`config.mk`:
```
export PLATFORM = sky130hd
export DESIGN_NAME = dds_sweep_ctrl
export DESIGN_NICKNAME = d
export VERILOG_FILES = /design/src/rtl/dds_sweep_ctrl.sv
export SDC_FILE = /design/constraint.sdc
export NUM_CORES = 1
export LEC_CHECK = 0
export ABC_AREA = 0
export BUFFER_PORTS_ARGS = -buffer_cell sky130_fd_sc_hd__buf_4
export CAP_MARGIN = 20
export CORE_MARGIN = 2
export CORE_UTILIZATION = 45
export CTS_CLUSTER_DIAMETER = 40
export DETAILED_ROUTE_END_ITERATION = 12
export PLACE_DENSITY_LB_ADDON = 0.12
export SETUP_SLACK_MARGIN = 0.02
export SYNTH_ARGS = -nofsm -noshare
export SYNTH_HDL_FRONTEND = slang
export SYNTH_SLANG_ARGS = --single-unit
```
`constraint.sdc`:
```
create_clock -name clk -period 17.73 [get_ports clk]
set_input_delay 2.6595 -clock clk [delete_from_list [all_inputs] [get_ports clk]]
set_output_delay 2.6595 -clock clk [all_outputs]
set_load 0.05 [all_outputs]
```
`src/rtl/dds_sweep_ctrl.sv`:
```
// Frequency-sweep sequencer for the DDS phase accumulator.
// Ports: clk, rst_n | start, abort, sweep config in | fword, pword, acc_clr, step_stb, busy, done out.
module dds_sweep_ctrl #(
    parameter int FW = 32,
    parameter int PW = 8,
    parameter int DW = 16
) (
    input  logic          clk,
    input  logic          rst_n,
    input  logic          start,
    input  logic          abort,
    input  logic [FW-1:0] f_start,
    input  logic [FW-1:0] f_stop,
    input  logic [FW-1:0] f_step,
    input  logic [DW-1:0] dwell,
    input  logic [1:0]    mode,
    input  logic [PW-1:0] pword_in,
    output logic [FW-1:0] fword,
    output logic [PW-1:0] pword,
    output logic          acc_clr,
    output logic          step_stb,
    output logic          busy,
    output logic          done
);

    typedef enum logic {IDLE, DWELL} state_t;

    state_t        state_q, state_d;
    logic          dir_dn_q, dir_dn_d;
    logic [DW-1:0] cnt_q, cnt_d;
    logic [FW-1:0] fstart_q, fstart_d;
    logic [FW-1:0] fstop_q, fstop_d;
    logic [FW-1:0] fstep_q, fstep_d;
    logic [DW-1:0] dwell_q, dwell_d;
    logic [1:0]    mode_q, mode_d;
    logic [FW-1:0] fword_q, fword_d;
    logic [PW-1:0] pword_q, pword_d;
    logic          acc_clr_q, acc_clr_d;
    logic          step_q, step_d;
    logic          busy_q, busy_d;
    logic          done_q, done_d;

    // One extra bit so the saturating step can never wrap.
    logic [FW:0]   sum_w, dif_w;
    logic [FW-1:0] up_sat, dn_sat, nxt_f;
    logic          m_rep, m_tri;

    assign sum_w  = {1'b0, fword_q} + {1'b0, fstep_q};
    assign dif_w  = {1'b0, fword_q} - {1'b0, fstep_q};
    assign up_sat = (sum_w > {1'b0, fstop_q}) ? fstop_q : sum_w[FW-1:0];
    assign dn_sat = (dif_w[FW] || (dif_w[FW-1:0] < fstart_q)) ?
                    fstart_q : dif_w[FW-1:0];

    // Mode 11 falls through to single.
    assign m_rep = (mode_q == 2'b01);
    assign m_tri = (mode_q == 2'b10);

    always_comb begin
        state_d   = state_q;
        dir_dn_d  = dir_dn_q;
        cnt_d     = cnt_q;
        fstart_d  = fstart_q;
        fstop_d   = fstop_q;
        fstep_d   = fstep_q;
        dwell_d   = dwell_q;
        mode_d    = mode_q;
        fword_d   = fword_q;
        pword_d   = pword_q;
        acc_clr_d = 1'b0;
        step_d    = 1'b0;
        busy_d    = busy_q;
        done_d    = 1'b0;
        nxt_f     = fword_q;

        unique case (state_q)
            IDLE: begin
                if (start) begin
                    fstart_d  = f_start;
                    fstop_d   = (f_stop > f_start) ? f_stop : f_start;
                    fstep_d   = (f_step == '0) ? {{(FW-1){1'b0}}, 1'b1} : f_step;
                    dwell_d   = dwell;
                    mode_d    = mode;
                    fword_d   = f_start;
                    pword_d   = pword_in;
                    acc_clr_d = 1'b1;
                    busy_d    = 1'b1;
                    dir_dn_d  = 1'b0;
                    cnt_d     = '0;
                    state_d   = DWELL;
                end
            end
            DWELL: begin
                if (abort) begin
                    state_d = IDLE;
                    busy_d  = 1'b0;
                end else if (cnt_q == dwell_q) begin
                    cnt_d = '0;
                    if (!dir_dn_q) begin
                        if (fword_q != fstop_q) begin
                            nxt_f = up_sat;
                        end else begin
                            unique case (1'b1)
                                m_rep: nxt_f = fstart_q;
                                m_tri: begin
                                    dir_dn_d = 1'b1;
                                    nxt_f    = dn_sat;
                                end
                                default: begin
                                    busy_d  = 1'b0;
                                    done_d  = 1'b1;
                                    state_d = IDLE;
                                end
                            endcase
                        end
                    end else begin
                        if (fword_q != fstart_q) begin
                            nxt_f = dn_sat;
                        end else begin
                            dir_dn_d = 1'b0;
                            nxt_f    = up_sat;
                        end
                    end
                    fword_d = nxt_f;
                    // Degenerate ranges re-load the same word: no strobe.
                    step_d  = (nxt_f != fword_q);
                end else begin
                    cnt_d = cnt_q + 1'b1;
                end
            end
            default: state_d = IDLE;
        endcase
    end

    always_ff @(posedge clk or negedge rst_n) begin
        if (!rst_n) begin
            state_q   <= IDLE;
            dir_dn_q  <= 1'b0;
            cnt_q     <= '0;
            fstart_q  <= '0;
            fstop_q   <= '0;
            fstep_q   <= '0;
            dwell_q   <= '0;
            mode_q    <= '0;
            fword_q   <= '0;
            pword_q   <= '0;
            acc_clr_q <= 1'b0;
            step_q    <= 1'b0;
            busy_q    <= 1'b0;
            done_q    <= 1'b0;
        end else begin
            state_q   <= state_d;
            dir_dn_q  <= dir_dn_d;
            cnt_q     <= cnt_d;
            fstart_q  <= fstart_d;
            fstop_q   <= fstop_d;
            fstep_q   <= fstep_d;
            dwell_q   <= dwell_d;
            mode_q    <= mode_d;
            fword_q   <= fword_d;
            pword_q   <= pword_d;
            acc_clr_q <= acc_clr_d;
            step_q    <= step_d;
            busy_q    <= busy_d;
            done_q    <= done_d;
        end
    end

    assign fword    = fword_q;
    assign pword    = pword_q;
    assign acc_clr  = acc_clr_q;
    assign step_stb = step_q;
    assign busy     = busy_q;
    assign done     = done_q;

endmodule

```
# After elaboration in Yosys (flattened, before gate mapping)
# Cells that the tools add are included.
# totals
wordCells	92
output_inout_bits	44
reg_bits	176
in_bits	126
# classes
n_reduce_logical	7
mux	51
add_sub_neg	3
bitwise_logic	1
order_cmp	3
n_eq_ne	13
# op_table
op	n
$mux W32	13
$pmux W32 S2	2
$ne A32 B32 Y1	3
$mux W16	3
$add A32 B32 Y33	1
$gt A33 B32 Y1	1
$sub A32 B32 Y33	1
$gt A32 B32 Y1	1
$logic_not A32 Y1	1
$lt A32 B32 Y1	1
$pmux W16 S2	1
$mux W1	29
$add A16 B1 Y16 const B	1
$eq A16 B16 Y1	1
$ne A3 B3 Y1 const B	3
$pmux W1 S2	3
$reduce_and A5 Y1	1
$ne A2 B2 Y1 const B	2
$reduce_and A2 Y1	2
$ne A3 B2 Y1 const B	1
$reduce_and A3 Y1	1
$eq A2 B1 Y1 const B	1
$eq A2 B2 Y1 const B	1
$ne A2 B1 Y1 const B	1
other kinds (3)	3

# Logic depth before layout (Yosys ltp)
# Gate-level depths: netlist (run 1).
# logic_depth
ltp_word	14
ltp_mapped	29
depth_no_buf	25

# Least setup slack after synthesis (run 1)
# OpenSTA, ideal clock, no wires.
# synth_path
kind	register to register
from	reg fword_q[10] (netlist: fword[10])
to	reg step_q (netlist: step_stb)
setup_time_ns	0.131
path_buffers	3
path_stages_with_launch	25
path_slack_ns	11.806
t_arrival_ns	5.792
synth_period_minus_slack_ns	5.924
required_time_ns	17.599
path_cell_list	dfrtp_1 ha_1 buf_1 or3_1 a311oi_2 a211oi_1 a21o_1 o31ai_1 mux2i_1 nand3_1 ha_1 and3_1 a221oi_1 nand4_1 and3_1 buf_6 nor3_4 buf_6 mux2i_1 a21oi_1 o31a_1 a221oi_2 nand4_1 nor4_1 a21oi_1
# synth_between
elab_chain_len	14
elab_cells_between_ends	20
classes_between	2 x add/sub; 2 x order compare; 3 x eq/ne; 12 x mux; 1 x reduce/logical
# synth_lines
item	line_no	text
start, declared	36	logic [FW-1:0] fword_q, fword_d;
start signal, assigned	159	fword_q <= fword_d;
$sub A32 B32 Y33	49	assign dif_w = {1'b0, fword_q} - {1'b0, fstep_q};
$lt A32 B32 Y1	51	assign dn_sat = (dif_w[FW] || (dif_w[FW-1:0] < fstart_q)) ?
$logic_or A1 B1 Y1	51	
$mux W32	51	
$pmux W32 S2	102	unique case (1'b1)
$mux W32	99	if (fword_q != fstop_q) begin
$mux W32	98	if (!dir_dn_q) begin
$mux W32	96	end else if (cnt_q == dwell_q) begin
$mux W32	93	if (abort) begin
$mux W32	75	unique case (state_q)
$ne A32 B32 Y1 (*)	125	step_d = (nxt_f != fword_q);
$mux W1 (*)	96	
$mux W1 (*)	93	
$mux W1 (*)	75	
named net step_d	39	logic step_q, step_d;
end signal, assigned	162	step_q <= step_d;
end, declared	39	
# Mark *: on every way through the listed nets, which the timed path passes. The rest lies on a longest branch. The select of a mux whose other input is x is not followed.
# A chain may end at the register's enable or synchronous reset.

# Worst setup path in the final report (run 1)
# Same ends and word-level chain as after synthesis.

==> results of run 1 <==
-- synth_stat cells, types with 20 or more instances --
master and count:
nor4_1 43, and3_1 35, mux2i_1 80, nor2_1 144, nor3_1 55, nand4_1 44, a21o_1 36, o211ai_1 29
o31ai_1 29, a31oi_1 36, a211oi_1 30, xnor2_1 73, xor2_1 65, inv_1 186, dfrtp_1 176, nor2b_1 20
buf_2 21, o21ai_0 204, a21oi_1 151, nand3_1 48, ha_1 162, nand2_1 332, clkbuf_1 106
-- kinds of logic (layout without fill, tap and decap cells) --
family,after synthesis,count (layout)
compound gates,723,723
xor+xnor,138,138
fa+ha+maj,164,164
buf+inv,342,431
flops,176,176
mux,92,92
other cells,0,2
simple gates,828,828
-- flip-flops by register name, indices dropped and copies added, names as in the netlist --
name	count
dir_dn_q	1
cnt_q	16
dwell_q	16
fstart_q	32
acc_clr	1
fstep_q	32
state_q	1
step_stb	1
done	1
busy	1
mode_q	2
fword	32
pword	8
fstop_q	32
-- layout make-up --
class | count | area, µm² | area share, %
multi-input cells | 1945 | 13100 | 62.0
inverters | 187 | 704 | 3.34
clock buffers | 17 | 425 | 2.02
repair buffers | 212 | 1620 | 7.68
clock inverters | 15 | 188 | 0.891
diodes | 2 | 5.00 | 0.0238
well taps | 532 | 666 | 3.16
flip-flops and latches | 176 | 4410 | 20.9
-- worst max-delay path: stages (launching register included) --
cell	delay, ps
dfrtp_1	580
ha_1	730
nor2_1	200
a2111oi_0	600
o211ai_1	220
nor2_1	410
o21ai_0	210
xnor2_1	480
ha_1	250
a21oi_1	70
o21ai_0	370
or3b_2	500
nand3_1	130
and3_1	620
nor3_4	250
a211oi_1	370
a2111oi_1	130
o21ai_0	870
nor4bb_1	710
nand4_1	210
nor4_1	230
a21oi_1	100
-- worst paths after layout --
kind	from	end	slack (ps)	cells past startpoint
min in group asynchronous	rst_n	fstep_q[27]	2070	1
hold reg to reg	pword[7]	pword[7]	490	2
setup reg to reg	fword[10]	step_stb	9350	21
max in group asynchronous	rst_n	dir_dn_q	14350	2
setup / recovery	fword[10]	step_stb	9350	21
hold / removal	pword[7]	pword[7]	490	2
-- metrics by stage --
step | worst slack, ps | hold slack, ps | std cells
floorplan | 11810 | 465 | 2463
global placement | 9760 | 459 | 3051
detailed placement | 9800 | 464 | 3051
CTS | 9790 | 490 | 3083
global route | 9200 | 523 | 3084
finish | 9350 | 488 | 3086
-- per-layer routing --
layer,up-vias,global-route usage [%],share of wire (%)
met4,0,21.6,5.9
met1,9773,55.1,41
met3,273,11.3,12
li1,9057,-,-
met5,-,0,0
met2,1334,60.2,42
==> results.md, run 1 <==
- DIE HEIGHT: between 200 and 250 µm
- Max H-tree Level: 4
- Clk pin slew, worst setup/hold paths: ~90 ps
- PostCTS Resize Cnt: 0
- Crit end category: flop
- Clk_lat worst skew: 520 ps
- Initial antenna violation count: 1
- Drt pass-1 iters: 8
- Nets@finish: ~2800
- Flops & latches, synth: roughly 180
- Mean routed wirelength per cell: 29.3 µm
- Status: finished clean
- Total GRT Usage: 41.1%
- Port bufs: about 170
- Post-DRT Antenna Nets: 0
- Main synth FF type: dfrtp_1
- Num CTS Buffers: 17
- Most frequent cells in the layout: 329 x nand2_1, 210 x buf_4, 204 x o21ai_0
- Worst-Margin Slew: around 1000 ps
- Vias in the first global route: just under 20000
- DP Area: between 0.02 and 0.025 mm²
- Startpoint types: flop
- Detailed placement HPWL: ~71000 µm
- Number of distinct library cells after synthesis: roughly 110
- Synth Area in Adders: 11.0%
- Setup TNS: 0 ps
- Max-Cap Viols: 0
- TritonCTS clock tree: done
- Fraction of layout cells with a size suffix above 1: roughly 12%
- Vias per inst: between 6 and 7
- Fin area: 0.0211 mm²
- Max Freq: ~120 MHz
- Ranking of synthesized cells by area: dfrtp_1 23%, ha_1 11%, nand2_1 6.6%
- Iteration-0 DRC Markers: approximately 2600
- Root buf cell: clkbuf_16
- Clock Path Buffers: 2
- Top-area cell type share of the netlist area: 23.4%
- Pin count of the biggest net entering global routing: 86
- Setup bufs post-CTS: 0
- WL final: a little over 90000 µm
- Seq/Total Area, Yosys: about a quarter
- Endpoints failing hold: 0
- Synth Area in Compound Gates: roughly 26%
- Synth Area in Simple Gates: 21.2%
- Cell row count: 74
- # setup viols final: 0
- Yosys top cell by area: dfrtp_1
- Async SR Flop Fraction: 100%
- Crit Path Max Fanout: 15
- Core ar.: roughly 0.041 mm²
- Synth Net Count: between 2000 and 3000
- Syn Area/Cell: approximately 7.6 µm²
- Max transition margin: slightly below 30%
- Gp weighted congestion: around 1.1
- Post-CTS Hold Fix Bufs: 0
- Number of I/O pins: 170
- Fin util: 51.3%
- Ys Warns: 0
- Mapped Cells: approximately 2500
- Post-synth EDFFs: 0
- Die width: ~210 µm
- Mux contribution to synthesized area: between 5 and 6%
- Area growth from synthesis to layout: 11.9%
- Initial Util: between 40 and 50%
- CTS Sinks: 176
- Setup CP Type: flop to flop
- Total gr overflow: 0
- DRC: 0
- HP Class: flop to flop
- Commonest non-fill, non-tap cell in the layout: nand2_1
- First-pass GRT wire length: around 130000 µm
- Final slew viol count: 0
- CP arrival: approximately 8800 ps
- Full die area: roughly 0.043 mm²
- Largest family of logic cells by synthesized area: compound AO/OA/AOI/OAI gates
- Final Skew: 20.8 ps
- Via count: around 20000
- Synthesized cell area: roughly 0.019 mm²
- Layout fillers: slightly above 4000
- Post-synthesis xor/xnor area fraction: roughly 6.4%
- Min Tclk post-route: roughly 8400 ps
- Part of the cycle the worst path needs: 47.3%
- RSZ-0062 raised after global routing: false
- Req. time, crit path: ~18000 ps
Power of run 1 is not shown: default switching activity piles up to over one toggle a cycle in this logic, so the estimate is an artifact.
==> run 2, diff against run 1 <==
==> constraint.sdc (replaced) <==
create_clock -name clk -period 7.35 [get_ports clk]
set_input_delay 1.1025 -clock clk [delete_from_list [all_inputs] [get_ports clk]]
set_output_delay 1.1025 -clock clk [all_outputs]
set_load 0.05 [all_outputs]
==> results.md, run 2 (synthesized netlist as in run 1, its figures left out) <==
- Port bufs: around 170
- Max Freq: roughly 140 MHz
- Via count: about 21000
- Core ar.: 0.0411 mm²
- Status: finished clean
- Depth of the most critical reg-to-reg path: 25
- Hold Startpoint: pword[2]
- Number of I/O pins: 170
- Vias per inst: 6.63
- Post-DRT Antenna Nets: 0
- Startpoint types: flop
- Fraction of layout cells with a size suffix above 1: approximately 15%
- Die width: about 210 µm
- Register area: ~0.0044 mm²
- Total gr overflow: 0
- Layout fillers: 3987
- Crit end category: flop
- Req. time, crit path: 7760 ps
- Setup CP Type: flop to flop
- Max H-tree Level: 4
- DIE HEIGHT: 209 µm
- Area growth from synthesis to layout: 15.3%
- WL final: around 94000 µm
- Vias in the first global route: 19900
- Max-Cap Viols: 0
- Clk pin slew, worst setup/hold paths: 90 ps
- Hold Path Depth: 2
- Full die area: ~0.043 mm²
- Part of the cycle the worst path needs: 97.8%
- Num CTS Buffers: 17
- Clk_lat worst skew: roughly 530 ps
- Root buf cell: clkbuf_16
- First-pass GRT wire length: about 130000 µm
- Worst-Margin Slew: around 1100 ps
- Clock Path Buffers: 2
- Endpoints failing hold: 0
- R2r endpoint: step_stb
- Cell row count: between 70 and 80
- Drt pass-1 iters: 8
- DRC: 0
- Initial Util: a little under half
- Area of the multi-input gates: between 0.01 and 0.015 mm²
- Final slew viol count: 0
- CTS Sinks: between 150 and 200
- Max transition margin: roughly a quarter
- Initial antenna violation count: 5
- CP arrival: between 7000 and 8000 ps
- Hold EP: pword[2]
- Final WS setup: 164 ps
- Crit Path Max Fanout: 14
- HP Class: flop to flop
- Most frequent cells in the layout: 329 x nand2_1, 287 x buf_4, 202 x o21ai_0
- RSZ-0062 raised after global routing: false
- Mean routed wirelength per cell: 29.6 µm
- Nets@finish: between 2000 and 3000
- Detailed placement HPWL: 74000 µm
- Setup TNS: 0 ps
- Final Skew: ~32 ps
- Min Tclk post-route: just over 7000 ps
- R2r startpoint: fstep_q[7]
- Total GRT Usage: between 40% and 50%
- # setup viols final: 0
- Pin count of the biggest net entering global routing: 94
- Commonest non-fill, non-tap cell in the layout: nand2_1
- Reg-to-reg slack, setup: roughly 160 ps
- Iteration-0 DRC Markers: 2872
- Post-place setup slack: -71.4 ps
- TritonCTS clock tree: done
- Gp weighted congestion: 1.09
-- run 2: changes by cell type in the layout (fill, tap and decap cells not counted), moves of 2 or more --
cell / change
buf_4: +77
a2111oi_2: +2
buf_12: +2
o21ai_0: -2
-- run 2: worst max-delay path by stage --
| stage | start | to | slack (ps) | cells past startpoint |
|---|---|---|---|---|
| detailed placement | fstep_q[12] | step_stb | -70 | 25 |
| floorplan | fword[10] | step_stb | 1430 | 24 |
| finish | fstep_q[7] | step_stb | 160 | 25 |
| CTS | fword[11] | step_stb | 20 | 24 |
| global route | fstep_q[10] | step_stb | 20 | 25 |
| global placement | fstep_q[12] | step_stb | -70 | 25 |
-- run 2: final cells by class --
type,count,share of cell area [%]
Clock buffer,17,1.96
Multi-Input combinational cell,1945,60.4
Sequential cell,176,20.3
Clock inverter,15,0.870
Timing Repair Buffer,291,10.2
Antenna cell,1,0.0115
Inverter,187,3.24
Tap cell,532,3.07
-- run 2: timing repair --
item                       4_1_cts  5_1_grt
hold buffers                     0        0
setup buffers                    0        6
cloned                           0        0
hold endpoints to repair         0        0
setup endpoints to repair        1        3
pin swaps                        0        2
resized for setup                2       11
-- run 2: critical path: stages, from the launching register on --
cell	delay, ps
dfrtp_1	370
inv_1	60
ha_1	440
or2_4	320
or3_1	330
a311oi_2	450
a211oi_1	180
a21o_1	270
o31ai_1	290
mux2i_1	220
nand3_1	110
ha_1	320
and3_1	170
a221oi_1	530
nand4_1	250
and3_2	330
nor3_4	240
buf_4	280
a211oi_1	130
o22ai_1	440
o22ai_1	160
a2111oi_2	490
buf_4	200
nand4_1	130
nor4_1	250
a21oi_1	100
-- run 2: through the flow --
stage               utilization, %  hold WS (ps)  cells  cell area, µm²
finish                        52.8           487   3164           21700
global route                  52.8           504   3163           21700
CTS                           52.6           488   3156           21600
detailed placement            51.1           468   3124           21000
global placement              51.1           460   3124           21000
floorplan                        -           465   2463           18800
-- run 2: layer usage --
metal	part of all wire, %	up-vias	routed length [µm]	GRT usage [%]
met2	41	1393	38600	62.0
met1	40	10100	37700	56.8
met3	12	269	11600	12.8
met4	6.1	0	5680	22.2
li1	-	9215	-	-
met5	0	-	0	0
Power of run 2 is left out for the same reason.
